File: config.mk
export PLATFORM = sky130hd
export DESIGN_NAME = tdes_stream_buf
export DESIGN_NICKNAME = d
export VERILOG_FILES = /design/src/rtl/tdes_pkg.sv /design/src/rtl/tdes_byte_unpack.sv /design/src/rtl/tdes_stream_buf.sv
export SDC_FILE = /design/constraint.sdc
export NUM_CORES = 1
export LEC_CHECK = 0
export ABC_AREA = 1
export CAP_MARGIN = 20
export CORE_MARGIN = 2
export CORE_UTILIZATION = 54
export CTS_CLUSTER_DIAMETER = 100
export DETAILED_ROUTE_END_ITERATION = 16
export HOLD_SLACK_MARGIN = 0.06
export PLACE_DENSITY = 0.86
export SYNTH_ARGS = -nofsm -noshare
export SYNTH_HDL_FRONTEND = slang
export SYNTH_SLANG_ARGS = --single-unit
File: constraint.sdc
create_clock -name clk -period 2.8 [get_ports clk]
set_clock_uncertainty 0.15 [all_clocks]
set_input_delay 0.56 -clock clk [delete_from_list [all_inputs] [get_ports clk]]
set_output_delay 0.56 -clock clk [all_outputs]
set_load 0.01 [all_outputs]
File: src/rtl/tdes_pkg.sv
// rtl/tdes_pkg.sv - shared state encodings, block geometry and byte-lane helper for tdes_stream_buf
package tdes_pkg;

    typedef enum logic [1:0] {
        FILL  = 2'd0,
        START = 2'd1,
        WAIT  = 2'd2,
        DRAIN = 2'd3
    } state_t;

    localparam int BLOCK_BYTES = 8;
    localparam int BLOCK_W     = 64;

    // Byte 0 sits in the most significant lane, byte 7 in the least.
    function automatic logic [5:0] lane_lsb(input logic [2:0] idx);
        return {~idx, 3'b000};
    endfunction

endpackage

File: src/rtl/tdes_byte_unpack.sv
// rtl/tdes_byte_unpack.sv - 64-bit block to byte stream serializer, most significant byte first
module tdes_byte_unpack
    import tdes_pkg::*;
(
    input  logic               clk,
    input  logic               reset,
    input  logic               load,
    input  logic [BLOCK_W-1:0] load_data,
    output logic               m_valid,
    output logic [7:0]         m_data,
    input  logic               m_ready,
    output logic               last
);

    logic [BLOCK_W-1:0] data_q;
    logic [2:0]         idx_q;
    logic               valid_q;

    always_ff @(posedge clk or negedge reset) begin
        if (!reset) begin
            data_q  <= '0;
            idx_q   <= 3'd0;
            valid_q <= 1'b0;
        end else if (load) begin
            data_q  <= load_data;
            idx_q   <= 3'd0;
            valid_q <= 1'b1;
        end else if (valid_q && m_ready) begin
            // Index wraps back to 0 after the eighth byte, ready for the next block.
            idx_q <= idx_q + 3'd1;
            if (idx_q == 3'd7) begin
                valid_q <= 1'b0;
            end
        end
    end

    assign m_valid = valid_q;
    assign m_data  = data_q[lane_lsb(idx_q) +: 8];
    assign last    = valid_q && m_ready && (idx_q == 3'd7);

endmodule

File: src/rtl/tdes_stream_buf.sv
// rtl/tdes_stream_buf.sv - byte stream to TDES core block buffer; TDES_BUF_TIMEOUT_EN enables the core wait timeout
module tdes_stream_buf
    import tdes_pkg::*;
#(
    parameter int unsigned TIMEOUT_CYCLES = 255
) (
    input  logic               clk,
    input  logic               reset,
    input  logic               mode_i,
    input  logic               s_valid,
    input  logic [7:0]         s_data,
    output logic               s_ready,
    output logic               m_valid,
    output logic [7:0]         m_data,
    input  logic               m_ready,
    output logic               core_ready,
    output logic               core_mode,
    output logic [BLOCK_W-1:0] core_data,
    input  logic               core_ok,
    input  logic [BLOCK_W-1:0] core_result,
    output logic               busy,
    output logic               timeout_err
);

    if (TIMEOUT_CYCLES == 0) begin : g_bad_timeout
        $error("TIMEOUT_CYCLES must be at least 1");
    end

    state_t             state_q, state_d;
    logic [2:0]         fill_cnt;
    logic [BLOCK_W-1:0] core_data_q;
    logic               core_mode_q;
    logic               rdy_en_q;
    logic               accept;
    logic               load;
    logic               last;
    logic               abort;

    // rdy_en_q keeps s_ready low until the first edge after reset release.
    assign s_ready    = rdy_en_q && (state_q == FILL);
    assign accept     = s_valid && s_ready;
    assign load       = (state_q == WAIT) && core_ok;
    assign core_ready = (state_q == START);
    assign busy       = (state_q != FILL);
    assign core_data  = core_data_q;
    assign core_mode  = core_mode_q;

`ifdef TDES_BUF_TIMEOUT_EN
    localparam int unsigned WAIT_W = (TIMEOUT_CYCLES > 1) ? $clog2(TIMEOUT_CYCLES) : 1;

    logic [WAIT_W-1:0] wait_cnt;
    logic              timeout_q;

    assign abort       = (state_q == WAIT) && !core_ok && (wait_cnt == WAIT_W'(TIMEOUT_CYCLES - 1));
    assign timeout_err = timeout_q;

    always_ff @(posedge clk or negedge reset) begin
        if (!reset) begin
            wait_cnt  <= '0;
            timeout_q <= 1'b0;
        end else begin
            if (state_q == WAIT) begin
                wait_cnt <= wait_cnt + 1'b1;
            end else begin
                wait_cnt <= '0;
            end
            if (abort) begin
                timeout_q <= 1'b1;
            end
        end
    end
`else
    assign abort       = 1'b0;
    assign timeout_err = 1'b0;
`endif

    always_ff @(posedge clk or negedge reset) begin
        if (!reset) begin
            state_q <= FILL;
        end else begin
            state_q <= state_d;
        end
    end

    always_comb begin
        state_d = state_q;
        unique case (state_q)
            FILL:  if (accept && (fill_cnt == 3'd7)) state_d = START;
            START: state_d = WAIT;
            WAIT: begin
                if (core_ok) begin
                    state_d = DRAIN;
                end else if (abort) begin
                    state_d = FILL;
                end
            end
            DRAIN: if (last) state_d = FILL;
            default: state_d = FILL;
        endcase
    end

    always_ff @(posedge clk or negedge reset) begin
        if (!reset) begin
            fill_cnt    <= 3'd0;
            core_data_q <= '0;
            core_mode_q <= 1'b0;
            rdy_en_q    <= 1'b0;
        end else begin
            rdy_en_q <= 1'b1;
            if (accept) begin
                core_data_q[lane_lsb(fill_cnt) +: 8] <= s_data;
                if (fill_cnt == 3'd0) begin
                    core_mode_q <= mode_i;
                end
                fill_cnt <= fill_cnt + 3'd1;
            end
        end
    end

    tdes_byte_unpack u_unpack (
        .clk       (clk),
        .reset     (reset),
        .load      (load),
        .load_data (core_result),
        .m_valid   (m_valid),
        .m_data    (m_data),
        .m_ready   (m_ready),
        .last      (last)
    );

endmodule

* Word-level counts from Yosys, hierarchy flattened
Cells that the tools add are included.
Cells by class: equal/unequal tests 8, bitwise gates (word level) 2, multiplexer cells 10, reductions and logical operators 14, shifts and indexed selects 3, add/sub/neg operators 3
Operators with widths (number):
- 64-bit bitwise mux | 1
- 8-bit by 8-bit variable shift with 64-bit output, first input constant | 1
- 64-bit by 7-bit variable part select with 8-bit output | 1
- 8-bit by 8-bit variable part select with 64-bit output | 1
- 6-bit negation with 8-bit output | 1
- 2-bit case mux with 4 select lines | 1
- 3-bit by 1-bit adder with 3-bit output, second input constant | 2
- 3-bit == test, second input constant | 2
- 1-bit logical AND | 6
- 2-bit two-way mux | 3
- 3-bit two-way mux | 2
- 3-bit NOT | 2
- 2-bit nonzero test | 3
- 2-bit == test, second input constant | 2
- 2-bit inequality test, second input constant | 2
- 2-bit AND reduction | 2
- 3-bit logical NOT | 1
- 1-bit two-way mux | 3
- 3-bit AND reduction | 1
- 2-bit by 1-bit == test with 1-bit output, second input constant | 1
- 2-bit logical NOT | 1
- 2-bit by 1-bit inequality test with 1-bit output, second input constant | 1
Storage, ports and cells: output and inout bits 78, register bits after elaboration 139, input port bits 78

* Depth between registers and ports, before layout
Gate-level depths: netlist (run 1).
depth in word-level cells 6, gate-level depth with buffers 10

* Cells and area by module
A second synthesis (run 1) with hierarchy kept.
Unflattened totals: cell total of the unflattened synthesis 861, area, all modules 6759.0 um2
By module, submodules not included:
- tdes_stream_buf | times used 1, area an instance 3382.0 um2, cells each 421
- tdes_byte_unpack | times used 1, area an instance 3377.0 um2, cells each 440

* Worst setup path after synthesis (run 1)
OpenSTA, ideal clock, no wires.
kind flip-flop to flip-flop, start register fill_cnt[1], end register core_data_q[6] (netlist: core_data[6]), clock period less this slack 1933 ps, slack 867 ps, buffers on the path 2, cell stages (with the launch flop) 11, library setup time 121 ps, arrival 1663 ps, path through dfrtp_1 ha_1 ha_1 inv_1 buf_4 nand2_1 nor2_1 nand2_2 buf_6 nand2_1 o21ai_1
Between the ends: cells in the longest elaborated chain, start to end 4
RTL lines:
- from (decl) | line tdes_stream_buf.sv:30 | logic [2:0] fill_cnt;
- from (signal assigned) | line tdes_stream_buf.sv:115 | fill_cnt <= fill_cnt + 3'd1;
- 3-bit NOT (*) | line tdes_pkg.sv:16 | return {~idx, 3'b000};
- 6-bit negation with 8-bit output (*) | line tdes_stream_buf.sv:111 | core_data_q[lane_lsb(fill_cnt) +: 8] <= s_data;
- 8-bit by 8-bit variable part select with 64-bit output / 8-bit by 8-bit variable shift with 64-bit output (equally long branches) | line tdes_stream_buf.sv:111
- 64-bit bitwise mux (*) | line tdes_stream_buf.sv:111
- to (signal, indexed assignment) | line tdes_stream_buf.sv:111
- to (decl) | line tdes_stream_buf.sv:31 | logic [BLOCK_W-1:0] core_data_q;
Every way passes the cells marked *; elsewhere a longest branch is shown, timed or not. A chain may end at the register's enable or synchronous reset.

* Final worst setup path (run 1)
start register state_q[0], end output port s_ready
Between the ends: cells in the longest elaborated chain, start to end 2
RTL lines:
- from (decl) | line tdes_stream_buf.sv:29 | state_t state_q, state_d;
- from (signal assigned) | line tdes_stream_buf.sv:81 | state_q <= state_d;
- 2-bit logical NOT | line tdes_stream_buf.sv:40 | assign s_ready = rdy_en_q && (state_q == FILL);
- 1-bit logical AND | line tdes_stream_buf.sv:40
- to (decl) | line tdes_stream_buf.sv:12 | output logic s_ready,
Every way passes these cells.

==> results.yml, run 1 <==
setup_path:
  worstPathCellList: "inv_1, ha_1, nand2_2, inv_1, clkdlybuf4s50_1"
  end_kind: "output pin"
  worstReg2RegStart: "fill_cnt[0]"
  cp_common_cell: "inv_1"
  crit_slowest_cell: "clkdlybuf4s50_1"
  required_ns: 2.09
  cp.arrival_ns: 1.99
  cp.depth: 5
  startpoint: "state_q[0]"
  worstSetupPathType: "register to output pin"
  crit_fanout: 5
  path_buf_inv: 3
  endpoint: "s_ready"
  slowest_delay_ns: 0.53
  r2r_end: "core_data[3]"
  reg2reg_slack_ns: 0.35
  crit_family: "buffers and inverters"
  reg2reg_depth: 8
  start_kind: "register"
cells_and_area:
  area_delta_synth_final_pct: 36.7
  final_cell_mix: "nand2_1, clkdlybuf4s50_1, dfrtp_1"
  seqCellArea_um2: 3480
  fin_util: 0.765
  fill_cells: 803
  final_common_cell: "nand2_1"
  drive_above_1_share: 0.121
  nets: 977
  antennaDiodeCount: 0
  multiInputGateArea_um2: 2630
logic_synthesis:
  ys_warn_count: 0
  netlist.area_leader.share: 0.537
  syn_nets: 820
  netlist_instances: 730
  yosys-top-cells-area: "dfrtp_1, nand2_1, mux2_2"
  synthDistinctLibCells: 28
  yosysTopAreaCell: "dfrtp_1"
  ys_seq_area_frac: 0.537
  ys_ff_latch: 139
  synth_area_per_cell_um2: 8.87
  synth_area_um2: 6470
floorplanning:
  ios: 156
  die_w_um: 114
  dieArea_um2: 12900
  start_util: 0.560
  die_h_um: 114
  core-area_um2: 11600
  rows: 39
timing:
  tightest_slew_ns: 0.502
  hold_viol: 0
  maxSlewViolCount: 0
  finalSetupViolations: 0
  rsz0062_at_grt: "no"
  finalCriticalPeriod_ns: 2.70
  maxSlewHeadroom: 0.664
  fin_setup_tns_ns: 0
  fin_crit_sh: 0.963
  fmax_ghz: 0.371
  hold_slack_ns: 0.335
job:
  maxCapViolations: 0
grt:
  grt_pass1_wl_um: 28400
  grt_max_degree: 54
  grt_antenna_before_repair: 0
  overflow: 0
  first_global_vias: 5734
  grt_usage: 0.279
clock_tree:
  cts.sinks: 139
  cts_buffers: 17
  clkTransAtPathRegs_ns: 0.06
  root_buffer: "clkbuf_16"
  clockBufferDepth: 2
  cts_tree: "done"
  clock_latency_ns: 0.41
  htreeDepth: 4
power_and_ir_drop:
  power.density_nw_per_um2: 1140
  leakage_uw: 0.00433
  ir_drop_v: 0.000540
placement:
  gp_congestion: 0.925
  hpwl_um: 12300
  portBuffers: 154
routing:
  first_pass_iters: 6
  wl_um: 17500
  via_per_inst: 5.40
  vias: 5628
  routedWlPerCell_um: 16.8
  ant_nets: 0
  drt_iter0_markers: 465
  drc: 0
worst_hold_path:
  hold_path_class: "register to register"
status:
  outcome: "completed"
power breakdown:
group,internal (uW),total (uW),switching (uW)
Combinational,1870,4300,2430
Clock,1590,2470,878
Sequential,2810,3310,509
kinds of logic after synthesis:
family / synth area share
flops: 0.537
other cells: 0.00116
fa+ha+maj: 0.0232
compound gates: 0.0603
xor+xnor: 0.00135
mux: 0.0696
buf+inv: 0.0572
simple gates: 0.250
worst register-to-register path: stages, from the launching register on:
cell,delay (ns)
dfrtp_1,0.51
ha_1,0.29
ha_1,0.37
inv_1,0.28
nand2_1,0.10
nor2_1,0.17
nand2_2,0.21
nand2_1,0.14
o21ai_1,0.10
flip-flops by register name, summed over array words and instances (netlist names):
register and cells:
core_mode 1, u_unpack.data_q 64, state_q 2, core_data 64
u_unpack.m_valid 1, fill_cnt 3, rdy_en_q 1, u_unpack.idx_q 3
routing by layer:
layer  vias to the layer above  wire, um  part of all wire  global-route usage
met4                         0       463             0.027               0.102
li1                       2649         -                 -                   -
met2                       253      8560              0.49               0.466
met3                        43      1290             0.074              0.0584
met5                         -         0                 0                   0
met1                      2683      7150              0.41               0.363
how the worst min path moves through the flow:
stage | end | depth (start not counted) | slack, ns | startpoint
6_report | core_data[34] | 2 | 0.33 | core_data[34]
5_1_grt | core_data[30] | 2 | 0.35 | core_data[30]
4_1_cts | core_data[32] | 2 | 0.34 | core_data[32]
3_5_place_dp | core_data[32] | 2 | 0.31 | core_data[32]
3_3_place_gp | core_mode | 2 | 0.30 | core_mode
2_1_floorplan | core_data[0] | 0 | 0.11 | reset
cell type report:
type                    count  share of cell area
repair buffers            169               0.194
clock inverters            13              0.0245
clock buffers              18              0.0485
multi-input cells         509               0.298
well taps                 143              0.0202
inverters                  51              0.0221
flip-flops and latches    139               0.393
cell usage after synthesis (all sizes together):
cell	number
o21ai	52
dfrtp	139
clkinv	3
ha	12
xor2	1
inv	48
mux2	40
a21oi	26
nor2	95
buf	26
nand4	10
conb	2
nand3	43
nand2	216
nor3	12
clkbuf	5
what timing repair did:
action | 4_1_cts | 5_1_grt
resized for setup | 2 | 8
cloned | 0 | 0
hold buffers | 1 | 0
hold endpoints to repair | 50 | 0
setup endpoints to repair | 8 | 8
buffers inserted | 4 | 1
stage by stage:
step,power (uW),cell area (um^2),std cells,setup WS (ns)
3_5_place_dp,7510,8130,1005,0.303
5_1_grt,10700,8850,1042,0.0285
2_1_floorplan,5770,6470,730,0.867
4_1_cts,10100,8820,1041,0.0346
6_report,10100,8850,1042,0.103
3_3_place_gp,7350,8130,1005,0.317
No activity file was read; power rests on OpenSTA's default activity.
==> run 2, diff against run 1 <==
- CORE_MARGIN: 2 -> 5
==> run 2 against run 1 <==
Count of clock-buffer cells in the layout is the same. First-iteration DRC count grew 23%. Register-to-register slack gained 0.09 ns. Global-route usage shrank 2.1 points. Sequential power is essentially flat. Power grew 0.60%. Sequential share of layout area shrank 0.34 points. Critical path depth is the same. Hold slack lost 0.017 ns. Non-clock buffer count grew 3. Critical path type unchanged. Highest routed layer unchanged.
==> results.yml, run 2 (synthesis gave the netlist of run 1 again) <==
status:
  outcome: "completed"
cells_and_area:
  drive_above_1_share: 0.126
  antennaDiodeCount: 0
  nets: 980
  final_area_um2: 8920
  fin_util: 0.752
  final_common_cell: "nand2_1"
  area_delta_synth_final_pct: 37.8
  final_cell_mix: "nand2_1, clkdlybuf4s50_1, dfrtp_1"
routing:
  drc: 0
  vias: 5721
  via_per_inst: 5.45
  wl_um: 18200
  ant_nets: 0
  first_pass_iters: 8
  drt_iter0_markers: 570
  routedWlPerCell_um: 17.3
clock_tree:
  clkTransAtPathRegs_ns: 0.06
  clockBufferDepth: 2
  htreeDepth: 4
  cts_tree: "done"
  clock_latency_ns: 0.42
  cts_buffers: 17
  root_buffer: "clkbuf_16"
  cts.sinks: 139
setup_path:
  end_kind: "output pin"
  crit_fanout: 5
  start_kind: "register"
  cp_common_cell: "inv_1"
  crit_family: "buffers and inverters"
  required_ns: 2.09
  cp.arrival_ns: 1.95
  worstPathCellList: "inv_1, ha_1, nand2_2, inv_1, clkdlybuf4s50_1"
  slowest_delay_ns: 0.53
  path_buf_inv: 3
  crit_slowest_cell: "clkdlybuf4s50_1"
  worstSetupPathType: "register to output pin"
timing:
  maxSlewHeadroom: 0.635
  fin_crit_sh: 0.951
  finalSetupViolations: 0
  fmax_ghz: 0.375
  fin_setup_tns_ns: 0
  finalCriticalPeriod_ns: 2.66
  hold_viol: 0
  maxSlewViolCount: 0
  tightest_slew_ns: 0.546
  hold_slack_ns: 0.318
  rsz0062_at_grt: "no"
worst_hold_path:
  hold_path_class: "register to register"
power_and_ir_drop:
  leakage_uw: 0.00436
  pwr-share-clk: 0.234
  p_int_uw: 6220
  swShare: 0.387
  power.density_nw_per_um2: 1140
  p_comb_frac: 0.438
  p_sw_uw: 3920
  seqPwrFrac: 0.328
  ir_drop_v: 0.000599
grt:
  grt_max_degree: 58
  busiest_layer: "met2"
  overflow: 0
  met1_usage: 0.330
  grtUsageMet2: 0.421
  met3_usage: 0.0674
  grt_antenna_before_repair: 0
  first_global_vias: 5851
  grt_usage: 0.257
  grt_pass1_wl_um: 29100
floorplanning:
  ios: 156
  die_w_um: 120
  rows: 40
  core-area_um2: 11900
  start_util: 0.546
  dieArea_um2: 14300
  die_h_um: 120
placement:
  placed_cell_area_um2: 8170
  portBuffers: 154
  gp_congestion: 0.934
  hpwl_um: 12300
job:
  maxCapViolations: 0
-- run 2: cell count changes in the layout (fill, tap and decap cells not counted), moves of 2 or more --
| cell | previous run | this run |
|---|---|---|
| o21ai_0 | 28 | 26 |
| inv_6 | 3 | 5 |
| o21ai_1 | 24 | 26 |
| bufinv_16 | 5 | 3 |
| buf_4 | 11 | 9 |
-- run 2: final timing paths --
check | from | to | slack, ns | cells past startpoint
max | state_q[1] | s_ready | 0.14 | 5
min | core_data[16] | core_data[16] | 0.32 | 2
max reg2reg | fill_cnt[0] | core_data[56] | 0.44 | 8
min reg2reg | core_data[16] | core_data[16] | 0.32 | 2
max in group asynchronous | reset | core_data[0] | 1.33 | 3
min in group asynchronous | reset | u_unpack.data_q[17] | 0.52 | 2
-- run 2: layer usage --
metal	wire, um	share of wire
met2	9150	0.50
met3	1500	0.083
met1	7150	0.39
met5	0	0
met4	393	0.022
-- run 2: per-stage QoR --
| step | std cells | worst slack [ns] | power (uW) |
|---|---|---|---|
| after floorplan | 730 | 0.867 | 5770 |
| after global placement | 1012 | 0.431 | 7380 |
| after detailed placement | 1012 | 0.407 | 7510 |
| after CTS | 1049 | 0.000807 | 10100 |
| after global routing | 1050 | 0.0116 | 10800 |
| final | 1050 | 0.137 | 10100 |
-- run 2: cell type report --
cell class,count,area [um^2]
timing repair buffer,172,1810
tap,147,184
inverter,51,191
multi-input combinational,509,2630
sequential,139,3480
fill,853,2940
clock buffer,18,439
clock inverter,14,184
-- run 2: worst min-delay path, stage by stage, from the launching register on --
cell,delay [ns]
dfrtp_1,0.34
nand2_1,0.05
nand2_1,0.04
-- run 2: timing repair --
action,4_1_cts,5_1_grt
gates resized for setup,5,9
setup buffers,2,0
pin swaps,0,0
cloned,2,1
hold buffers,1,0
hold endpoints to repair,52,0
setup endpoints to repair,7,7
-- run 2: power groups by stage --
stage	sequential, uW	clock [uW]	combinational (uW)
finish	3320	2370	4440
global route	3400	2480	4880
CTS	3300	2400	4390
detailed placement	3310	0	4200
global placement	3290	0	4090
floorplan	3280	0	2490
